--- src/rtl/irq_controller.sv ---
// Wishbone interrupt controller: synchronised sources latch into PENDING, fixed-priority claim/complete, single CPU IRQ.
// Optional build macro IRQC_EDGE_DETECT_EN selects rising-edge capture instead of level capture.
module irq_controller #(
  parameter int NUM_SRC     = 8,
  parameter int SYNC_STAGES = 2
) (
  input  logic               clk_i,
  input  logic               reset_i,
  input  logic               wb_cyc_i,
  input  logic               wb_stb_i,
  input  logic               wb_we_i,
  input  logic [3:0]         wb_adr_i,
  input  logic [31:0]        wb_dat_i,
  output logic [31:0]        wb_dat_o,
  output logic               wb_ack_o,
  input  logic [NUM_SRC-1:0] irq_src_i,
  output logic               irq_o
);

  localparam logic [1:0] ADR_PENDING = 2'd0;
  localparam logic [1:0] ADR_ENABLE  = 2'd1;
  localparam logic [1:0] ADR_CLAIM   = 2'd2;
  localparam logic [1:0] ADR_STATUS  = 2'd3;

  logic [SYNC_STAGES-1:0][NUM_SRC-1:0] sync_q, sync_d;
  logic [NUM_SRC-1:0] set_q, set_d;
  logic [NUM_SRC-1:0] pending_q, pending_d;
  logic [NUM_SRC-1:0] enable_q, enable_d;
  logic [NUM_SRC-1:0] clr_s;
  logic [NUM_SRC-1:0] synced_s;
  logic [4:0]         insvc_q, insvc_d;
  logic [4:0]         claim_id_s;
  logic               ack_q, ack_d;
  logic               irq_q, irq_d;
  logic               req_s;
  logic [31:0]        dat_q, dat_d;
`ifdef IRQC_EDGE_DETECT_EN
  logic [NUM_SRC-1:0] prev_q, prev_d;
`endif

  // Lowest set index wins; returns index+1, or 0 when nothing is set.
  function automatic logic [4:0] first_id(input logic [NUM_SRC-1:0] v);
    logic [4:0] id;
    id = 5'd0;
    for (int i = NUM_SRC - 1; i >= 0; i--) begin
      if (v[i]) id = 5'(i + 1);
      else      id = id;
    end
    return id;
  endfunction

  function automatic logic [NUM_SRC-1:0] id_mask(input logic [4:0] id);
    logic [NUM_SRC-1:0] m;
    m = '0;
    for (int i = 0; i < NUM_SRC; i++) begin
      if (id == 5'(i + 1)) m[i] = 1'b1;
      else                 m[i] = 1'b0;
    end
    return m;
  endfunction

  // Next-state logic for the synchroniser, bus decode, pending/in-service and IRQ output.
  always_comb begin
    req_s      = wb_cyc_i & wb_stb_i & ~ack_q;
    synced_s   = sync_q[SYNC_STAGES-1];
    sync_d     = {sync_q[SYNC_STAGES-2:0], irq_src_i};
    claim_id_s = (insvc_q == 5'd0) ? first_id(pending_q & enable_q) : 5'd0;
    ack_d      = req_s;
    dat_d      = 32'd0;
    enable_d   = enable_q;
    insvc_d    = insvc_q;
    clr_s      = '0;
`ifdef IRQC_EDGE_DETECT_EN
    prev_d     = synced_s;
    set_d      = synced_s & ~prev_q;
`else
    set_d      = synced_s;
`endif

    if (req_s) begin
      case (wb_adr_i[3:2])
        ADR_PENDING: begin
          if (!wb_we_i) dat_d = {{(32-NUM_SRC){1'b0}}, pending_q};
          else          dat_d = 32'd0;
        end
        ADR_ENABLE: begin
          if (wb_we_i) enable_d = wb_dat_i[NUM_SRC-1:0];
          else         dat_d    = {{(32-NUM_SRC){1'b0}}, enable_q};
        end
        ADR_CLAIM: begin
          if (wb_we_i) begin
            if (wb_dat_i[4:0] == insvc_q) insvc_d = 5'd0;
            else                          insvc_d = insvc_q;
          end else begin
            dat_d = {27'd0, claim_id_s};
            if (claim_id_s != 5'd0) begin
              insvc_d = claim_id_s;
              clr_s   = id_mask(claim_id_s);
            end else begin
              insvc_d = insvc_q;
            end
          end
        end
        ADR_STATUS: begin
          if (!wb_we_i) dat_d = {19'd0, insvc_q, 7'd0, irq_q};
          else          dat_d = 32'd0;
        end
        default: dat_d = 32'd0;
      endcase
    end else begin
      dat_d = 32'd0;
    end

`ifdef IRQC_EDGE_DETECT_EN
    // A fresh edge beats a same-cycle claim so it is never lost.
    pending_d = (pending_q & ~clr_s) | set_q;
`else
    pending_d = (pending_q | (set_q & ~id_mask(insvc_q))) & ~clr_s;
`endif

    irq_d = (|(pending_q & enable_q)) && (insvc_q == 5'd0);
  end

  // State registers; an asserted reset also drops any bus cycle in flight.
  always_ff @(posedge clk_i or negedge reset_i) begin
    if (!reset_i) begin
      sync_q    <= '0;
      set_q     <= '0;
      pending_q <= '0;
      enable_q  <= '0;
      insvc_q   <= 5'd0;
      ack_q     <= 1'b0;
      dat_q     <= 32'd0;
      irq_q     <= 1'b0;
`ifdef IRQC_EDGE_DETECT_EN
      prev_q    <= '0;
`endif
    end else begin
      sync_q    <= sync_d;
      set_q     <= set_d;
      pending_q <= pending_d;
      enable_q  <= enable_d;
      insvc_q   <= insvc_d;
      ack_q     <= ack_d;
      dat_q     <= dat_d;
      irq_q     <= irq_d;
`ifdef IRQC_EDGE_DETECT_EN
      prev_q    <= prev_d;
`endif
    end
  end

  assign wb_ack_o = ack_q;
  assign wb_dat_o = dat_q;
  assign irq_o    = irq_q;

endmodule

--- config.mk ---
export PLATFORM = sky130hd
export DESIGN_NAME = irq_controller
export DESIGN_NICKNAME = d
export VERILOG_FILES = /design/src/rtl/irq_controller.sv
export SDC_FILE = /design/constraint.sdc
export NUM_CORES = 1
export LEC_CHECK = 0
export CAP_MARGIN = 20
export CORE_MARGIN = 2
export CORE_UTILIZATION = 45
export DETAILED_ROUTE_END_ITERATION = 16
export HOLD_SLACK_MARGIN = 0.02
export PLACE_DENSITY = 0.79
export SLEW_MARGIN = 20
export SYNTH_ARGS = -nofsm -noshare
export SYNTH_HDL_FRONTEND = slang
export SYNTH_SLANG_ARGS = --single-unit
export TNS_END_PERCENT = 1
--- constraint.sdc ---
create_clock -name clk_i -period 2.2 [get_ports clk_i]
set_clock_uncertainty 0.2 [all_clocks]
set_input_delay 0.55 -clock clk_i [delete_from_list [all_inputs] [get_ports clk_i]]
set_output_delay 0.55 -clock clk_i [all_outputs]
set_load 0.05 [all_outputs]
==> impl_metrics.py, run 1 <==
metrics = {
    "placed_design": {
        "pre_cts_slack_ps": -230,
        "place_area_mm2": 0.00294,
        "portBuffers": 36,
        "hpwl_um": 3590,
        "gp_congestion": 0.936,
    },
    "timing": {
        "final-hold-violation-count": 0,
        "rsz0062_at_grt": "false",
        "worstMarginPinSlew_ps": 508,
        "min_period_ps": 2100,
        "setup_violations": 0,
        "clock.fmax_mhz": 476,
        "slew_headroom_pct": 66.1,
        "final.period_utilization_pct": 95.5,
        "finalMaxSlewViolations": 0,
        "finalWorstSetupSlack_ps": 98.3,
    },
    "route": {
        "wl_per_cell_um": 14.1,
        "vias_per_cell": 5.10,
        "antenna_left": 0,
        "drc": 0,
        "drt_first_pass_iters": 4,
        "drtIter0Drc": 166,
        "num_vias": 1790,
        "drt-total-wl_um": 4950,
    },
    "final_layout": {
        "antenna_cells": 0,
        "fin_area_mm2": 0.00320,
        "final_cell_mix": "58 x dfrtp_1, 30 x buf_4, 21 x clkdlybuf4s50_1",
        "nets": 325,
        "area_delta_synth_final_pct": 29.4,
        "ff_latch_area_mm2": 0.00145,
        "multi_input_area_um2": 886,
        "drive_gt1_share_pct": 22.4,
        "mostFrequentLayoutCell": "dfrtp_1",
        "num-fill-cells": 410,
    },
    "floorplanning": {
        "core_mm2": 0.00520,
        "die_h_um": 78.1,
        "die_area_mm2": 0.00611,
        "die_w_um": 78.1,
        "start_util_pct": 47.5,
        "io_pins": 83,
        "num_rows": 26,
    },
    "global_routing": {
        "antenna_found_initial": 0,
        "grt_max_degree": 59,
        "grt_first_pass_wirelength_um": 7990,
        "grt_pass1_vias": 1731,
        "track_usage_pct": 17.3,
        "grt-ovfl-total": 0,
    },
    "setup_path": {
        "startpoint_type": "input port",
        "criticalPathCategory": "input port to register",
        "path_max_fanout": 6,
        "reg2reg_depth": 5,
        "end_kind": "register",
        "critPathRequiredTime_ps": 2210,
        "arrival_ps": 2120,
    },
    "synth": {
        "synth_area_mm2": 0.00247,
        "synth_top_area_share_pct": 58.7,
        "synth-main-ff-cell": "dfrtp_1",
        "ys_ff_latch": 58,
        "yosysWarnings": 0,
        "synth.distinct_cells": 45,
        "syn_inst": 216,
        "synth_area_leaders": "dfrtp_1 59%, buf_4 6.1%, a21oi_1 4.0%, mux2_2 3.6%, nor2b_1 2.5%",
        "yosys.area.top_type": "dfrtp_1",
        "async_flop_share_pct": 100,
        "synth_edf_count": 0,
        "seq_area_frac_synth_pct": 58.7,
        "syn_avg_cell_area_um2": 11.5,
    },
    "cts": {
        "clk_latency_ps": 330,
        "cts_sinks": 58,
        "htreeDepth": 3,
        "cts_tree": "done",
        "clk_pin_slew_worst_paths_ps": 70,
        "clockBufferDepth": 2,
        "numCtsBuffers": 9,
        "root_buffer": "clkbuf_8",
    },
    "power_and_ir_drop": {
        "ir_worst_vdd_uv": 635,
        "power_density_mw_per_mm2": 866,
        "leakage_nw": 1.44,
    },
    "min_path": {
        "whs_path_depth": 0,
        "min_path_type": "register to register",
    },
    "flow_run": {
        "maxCapViolCount": 0,
    },
    "outcome": {
        "status": "completed",
    },
}
per-stage QoR:
step                      power [mW]  util, %  instances  TNS, ps  hold WS [ps]
final                           2.77     61.5        351        0           149
after global routing            2.89     61.5        351        0           157
after CTS                       2.80     61.4        351        0           151
after detailed placement        1.58     56.5        334    -3230           136
after global placement          1.57     56.5        334    -3160           132
after floorplan                 1.47        -        235        0          54.4
Yosys cell counts (2+ instances only):
library cell and n:
o211ai_1 2, mux2i_1 4, buf_4 20, nand2b_1 2, xor2_1 4, inv_1 4
a22oi_1 2, nor2_1 10, buf_2 4, dfrtp_1 58, nand2_1 14, clkbuf_1 2
and3_1 2, and2_1 3, a21oi_1 20, a31oi_1 3, nor4_1 2, nor2b_1 10
nor3_1 4, o21ai_0 10, mux2_2 8, nand3_1 5
registers in the layout (all words and copies together) (netlist names):
name       flops
enable_q       8
insvc_q        4
irq_o          1
pending_q      8
set_d          8
set_q          8
sync_d         8
wb_ack_o       1
wb_dat_o      12
repair_timing:
item | CTS | global route
hold endpoints to repair | 34 | 0
resized for setup | 3 | 1
hold buffers | 1 | 0
setup buffers | 0 | 0
setup endpoints to repair | 3 | 1
layout make-up:
| class | count | share of cell area, % |
|---|---|---|
| clock buffers | 10 | 4.30 |
| clock inverters | 6 | 3.56 |
| inverters | 4 | 0.469 |
| multi-input cells | 145 | 27.7 |
| flip-flops and latches | 58 | 45.3 |
| well taps | 70 | 2.74 |
| repair buffers | 58 | 15.9 |
worst paths after layout:
| path | slack (ps) | to | startpoint |
|---|---|---|---|
| min in group asynchronous | 550 | wb_dat_o[10] | reset_i |
| max in group asynchronous | 1000 | set_q[4] | reset_i |
| min | 150 | set_d[5] | sync_d[13] |
| max | 100 | insvc_q[0] | wb_adr_i[2] |
| max reg2reg | 230 | pending_q[0] | enable_q[6] |
| min reg2reg | 150 | set_d[5] | sync_d[13] |
cell families after synthesis:
group	synth area share, %
flip-flops	58.7
other	0.152
XOR/XNOR	1.42
buffers and inverters	8.40
AO/OA/AOI/OAI	12.3
multiplexers	5.26
AND/OR/NAND/NOR	13.8
critical path: stages:
cell and delay (ps):
clkdlybuf4s50_1 510, nand2b_1 210, buf_4 150, nor3_1 210
a21oi_1 150, a221o_1 340
where the power goes:
| group | internal [mW] | total [mW] | switching (mW) |
|---|---|---|---|
| Sequential | 1.13 | 1.18 | 0.0522 |
| Combinational | 0.149 | 0.384 | 0.235 |
| Clock | 0.784 | 1.21 | 0.421 |
layer usage:
layer,track usage [%],up-vias,routed length [um]
met3,4.94,14,436
met2,28.0,97,2370
met4,9.47,0,148
met1,20.8,844,2000
met5,0,-,0
li1,-,835,-
No activity file was read; power rests on OpenSTA's default activity.
==> run 2, diff against run 1 <==
--- a/config.mk
+++ b/config.mk
@@ -5,6 +5,7 @@
 export SDC_FILE = /design/constraint.sdc
 export NUM_CORES = 1
 export LEC_CHECK = 0
+export ABC_AREA = 1
 export CAP_MARGIN = 20
 export CORE_MARGIN = 2
 export CORE_UTILIZATION = 45
@@ -15,4 +16,3 @@
 export SYNTH_ARGS = -nofsm -noshare
 export SYNTH_HDL_FRONTEND = slang
 export SYNTH_SLANG_ARGS = --single-unit
-export TNS_END_PERCENT = 1
==> constraint.sdc (replaced) <==
create_clock -name clk_i -period 2.2 [get_ports clk_i]
set_clock_uncertainty 0.2 [all_clocks]
set_input_delay 0.55 -clock clk_i [delete_from_list [all_inputs] [get_ports clk_i]]
set_output_delay 0.55 -clock clk_i [all_outputs]
set_load 0.01 [all_outputs]
==> impl_metrics.py, run 2 <==
metrics = {
    "cts": {
        "cts_tree": "done",
        "root_buffer": "clkbuf_8",
        "clk_latency_ps": 330,
        "cts_sinks": 58,
        "clockBufferDepth": 2,
        "cts_resized": 0,
        "htreeDepth": 3,
        "numCtsBuffers": 9,
        "cts_hold_buf": 1,
        "post_cts_buffers": 0,
        "clk_pin_slew_worst_paths_ps": 60,
    },
    "synth": {
        "synth.distinct_cells": 31,
        "synth_xor_area_share_pct": 0,
        "synth_compound_area_share_pct": 9.45,
        "synth_edf_count": 0,
        "synth-simple-area-share_pct": 19.1,
        "synth-main-ff-cell": "dfrtp_1",
        "synth_mux_area_share_pct": 1.34,
        "syn_avg_cell_area_um2": 9.49,
        "ys_ff_latch": 58,
        "yosys.area.top_type": "dfrtp_1",
        "seq_area_frac_synth_pct": 57.7,
        "async_flop_share_pct": 100,
        "synth_commonest_cells": "58 x dfrtp_1, 57 x nand2_1, 32 x inv_1",
        "syn_inst": 265,
        "synth.most_common_cell": "dfrtp_1",
        "synth_area_mm2": 0.00251,
        "synth_fa_ha_area_share_pct": 0,
        "synth_top_area_share_pct": 57.7,
        "synth_area_leaders": "dfrtp_1 58%, nand2_1 8.5%, buf_4 6.0%, inv_1 4.8%, a21oi_1 3.4%",
        "synth_top_family_by_area": "simple AND/OR/NAND/NOR gates",
        "yosysWarnings": 0,
    },
    "setup_path": {
        "crit_family": "buffers and inverters",
        "reg2reg_depth": 8,
        "worstPathCellList": "clkdlybuf4s50_1",
        "startpoint_type": "register",
        "criticalPathCategory": "register to output port",
        "worstPathBufferInverterCount": 1,
        "slowest_delay_ps": 540,
        "end_kind": "output port",
        "cp_slowest_cell": "clkdlybuf4s50_1",
        "reg2reg_from": "enable_q[0]",
        "arrival_ps": 1230,
        "critPathRequiredTime_ps": 1450,
        "reg2reg_slack_ps": 430,
        "path_max_fanout": 2,
        "rr_endpoint": "pending_q[4]",
    },
    "route": {
        "drt_first_pass_iters": 4,
        "num_vias": 1880,
        "antenna_left": 0,
        "routed.top_layer": "met4",
        "drc": 0,
        "wl_met2_um": 2380,
        "wl_met3_um": 218,
        "met1_length_um": 2080,
        "drt-total-wl_um": 4820,
        "drtIter0Drc": 127,
        "vias_per_cell": 4.75,
        "wl_per_cell_um": 12.2,
    },
    "min_path": {
        "hold_start": "set_d[1]",
        "min_to": "set_q[1]",
        "whs_path_depth": 0,
        "min_path_type": "register to register",
    },
    "global_routing": {
        "antenna_found_initial": 0,
        "grt_pass1_vias": 1851,
        "grt-ovfl-total": 0,
        "track_usage_pct": 17.4,
        "grt_first_pass_wirelength_um": 8090,
        "grt_max_degree": 59,
    },
    "final_layout": {
        "area_delta_synth_final_pct": 24.7,
        "num-fill-cells": 472,
        "drive_gt1_share_pct": 13.3,
        "largest_reg_flops": 12,
        "antenna_cells": 0,
        "final_cell_mix": "58 x dfrtp_1, 57 x nand2_1, 35 x clkdlybuf4s50_1",
        "nets": 369,
        "mostFrequentLayoutCell": "dfrtp_1",
    },
    "floorplanning": {
        "die_area_mm2": 0.00620,
        "io_pins": 83,
        "num_rows": 27,
        "die_w_um": 78.8,
        "core_mm2": 0.00544,
        "die_h_um": 78.8,
        "start_util_pct": 46.2,
    },
    "outcome": {
        "status": "completed",
    },
    "power_and_ir_drop": {
        "leakage_nw": 1.51,
        "power_density_mw_per_mm2": 839,
        "p_total_mw": 2.63,
        "ir_worst_vdd_uv": 501,
    },
    "timing": {
        "min_period_ps": 1980,
        "finalMaxSlewViolations": 0,
        "final-hold-violation-count": 0,
        "clock.fmax_mhz": 506,
        "setup_violations": 0,
        "rsz0062_at_grt": "false",
        "tns_ps": 0,
        "final.period_utilization_pct": 89.9,
    },
    "placed_design": {
        "portBuffers": 36,
        "gp_congestion": 0.893,
        "hpwl_um": 3600,
    },
    "flow_run": {
        "maxCapViolCount": 0,
    },
}
==> run 2: how the worst max path moves through the flow <==
| stage | startpoint | end | slack (ps) | cells past startpoint |
|---|---|---|---|---|
| after floorplan | wb_cyc_i | wb_dat_o[3] | 610 | 8 |
| after global placement | wb_adr_i[3] | pending_q[1] | -3 | 6 |
| after detailed placement | wb_cyc_i | pending_q[0] | -1 | 6 |
| after CTS | wb_ack_o | wb_ack_o | 200 | 1 |
| after global routing | wb_ack_o | wb_ack_o | 160 | 1 |
| final | wb_ack_o | wb_ack_o | 220 | 1 |
==> run 2: metal layers <==
metal / GRT usage [%] / up-vias
li1: - / 916
met1: 20.9 / 893
met2: 28.4 / 60
met3: 3.86 / 11
met4: 10.9 / 0
met5: 0 / -
==> run 2: power breakdown <==
group	internal, mW	switching [mW]	leakage (nW)
combinational	0.213	0.345	0.725
sequential	1.15	0.0834	0.695
clock	0.458	0.379	0.0920
==> run 2: stage by stage <==
| stage | hold slack (ps) | utilization, % | instance area [um^2] | setup slack (ps) | std cells |
|---|---|---|---|---|---|
| floorplan | 54.4 | - | 2590 | 612 | 284 |
| global placement | 131 | 54.4 | 2960 | -2.92 | 380 |
| detailed placement | 135 | 54.4 | 2960 | -1.22 | 380 |
| CTS | 148 | 57.7 | 3140 | 204 | 396 |
| global route | 152 | 57.7 | 3140 | 162 | 396 |
| finish | 145 | 57.7 | 3140 | 223 | 396 |
==> run 2: cell type report <==
cell class                      instances  area, um^2  share of cell area (%)
Clock buffer                           12         155                    4.95
Timing Repair Buffer                   48         460                    14.7
Multi-Input combinational cell        166         826                    26.3
Inverter                               37         139                    4.43
Tap cell                               72        90.1                    2.87
Clock inverter                          3        15.0                   0.479
Sequential cell                        58        1450                    46.3
==> run 2: kinds of logic (layout without fill, tap and decap cells) <==
kind of cell | after synthesis | in the layout
other cells | 1 | 20
compound gates | 42 | 42
flops | 58 | 58
mux | 3 | 3
buf+inv | 60 | 100
simple gates | 101 | 101
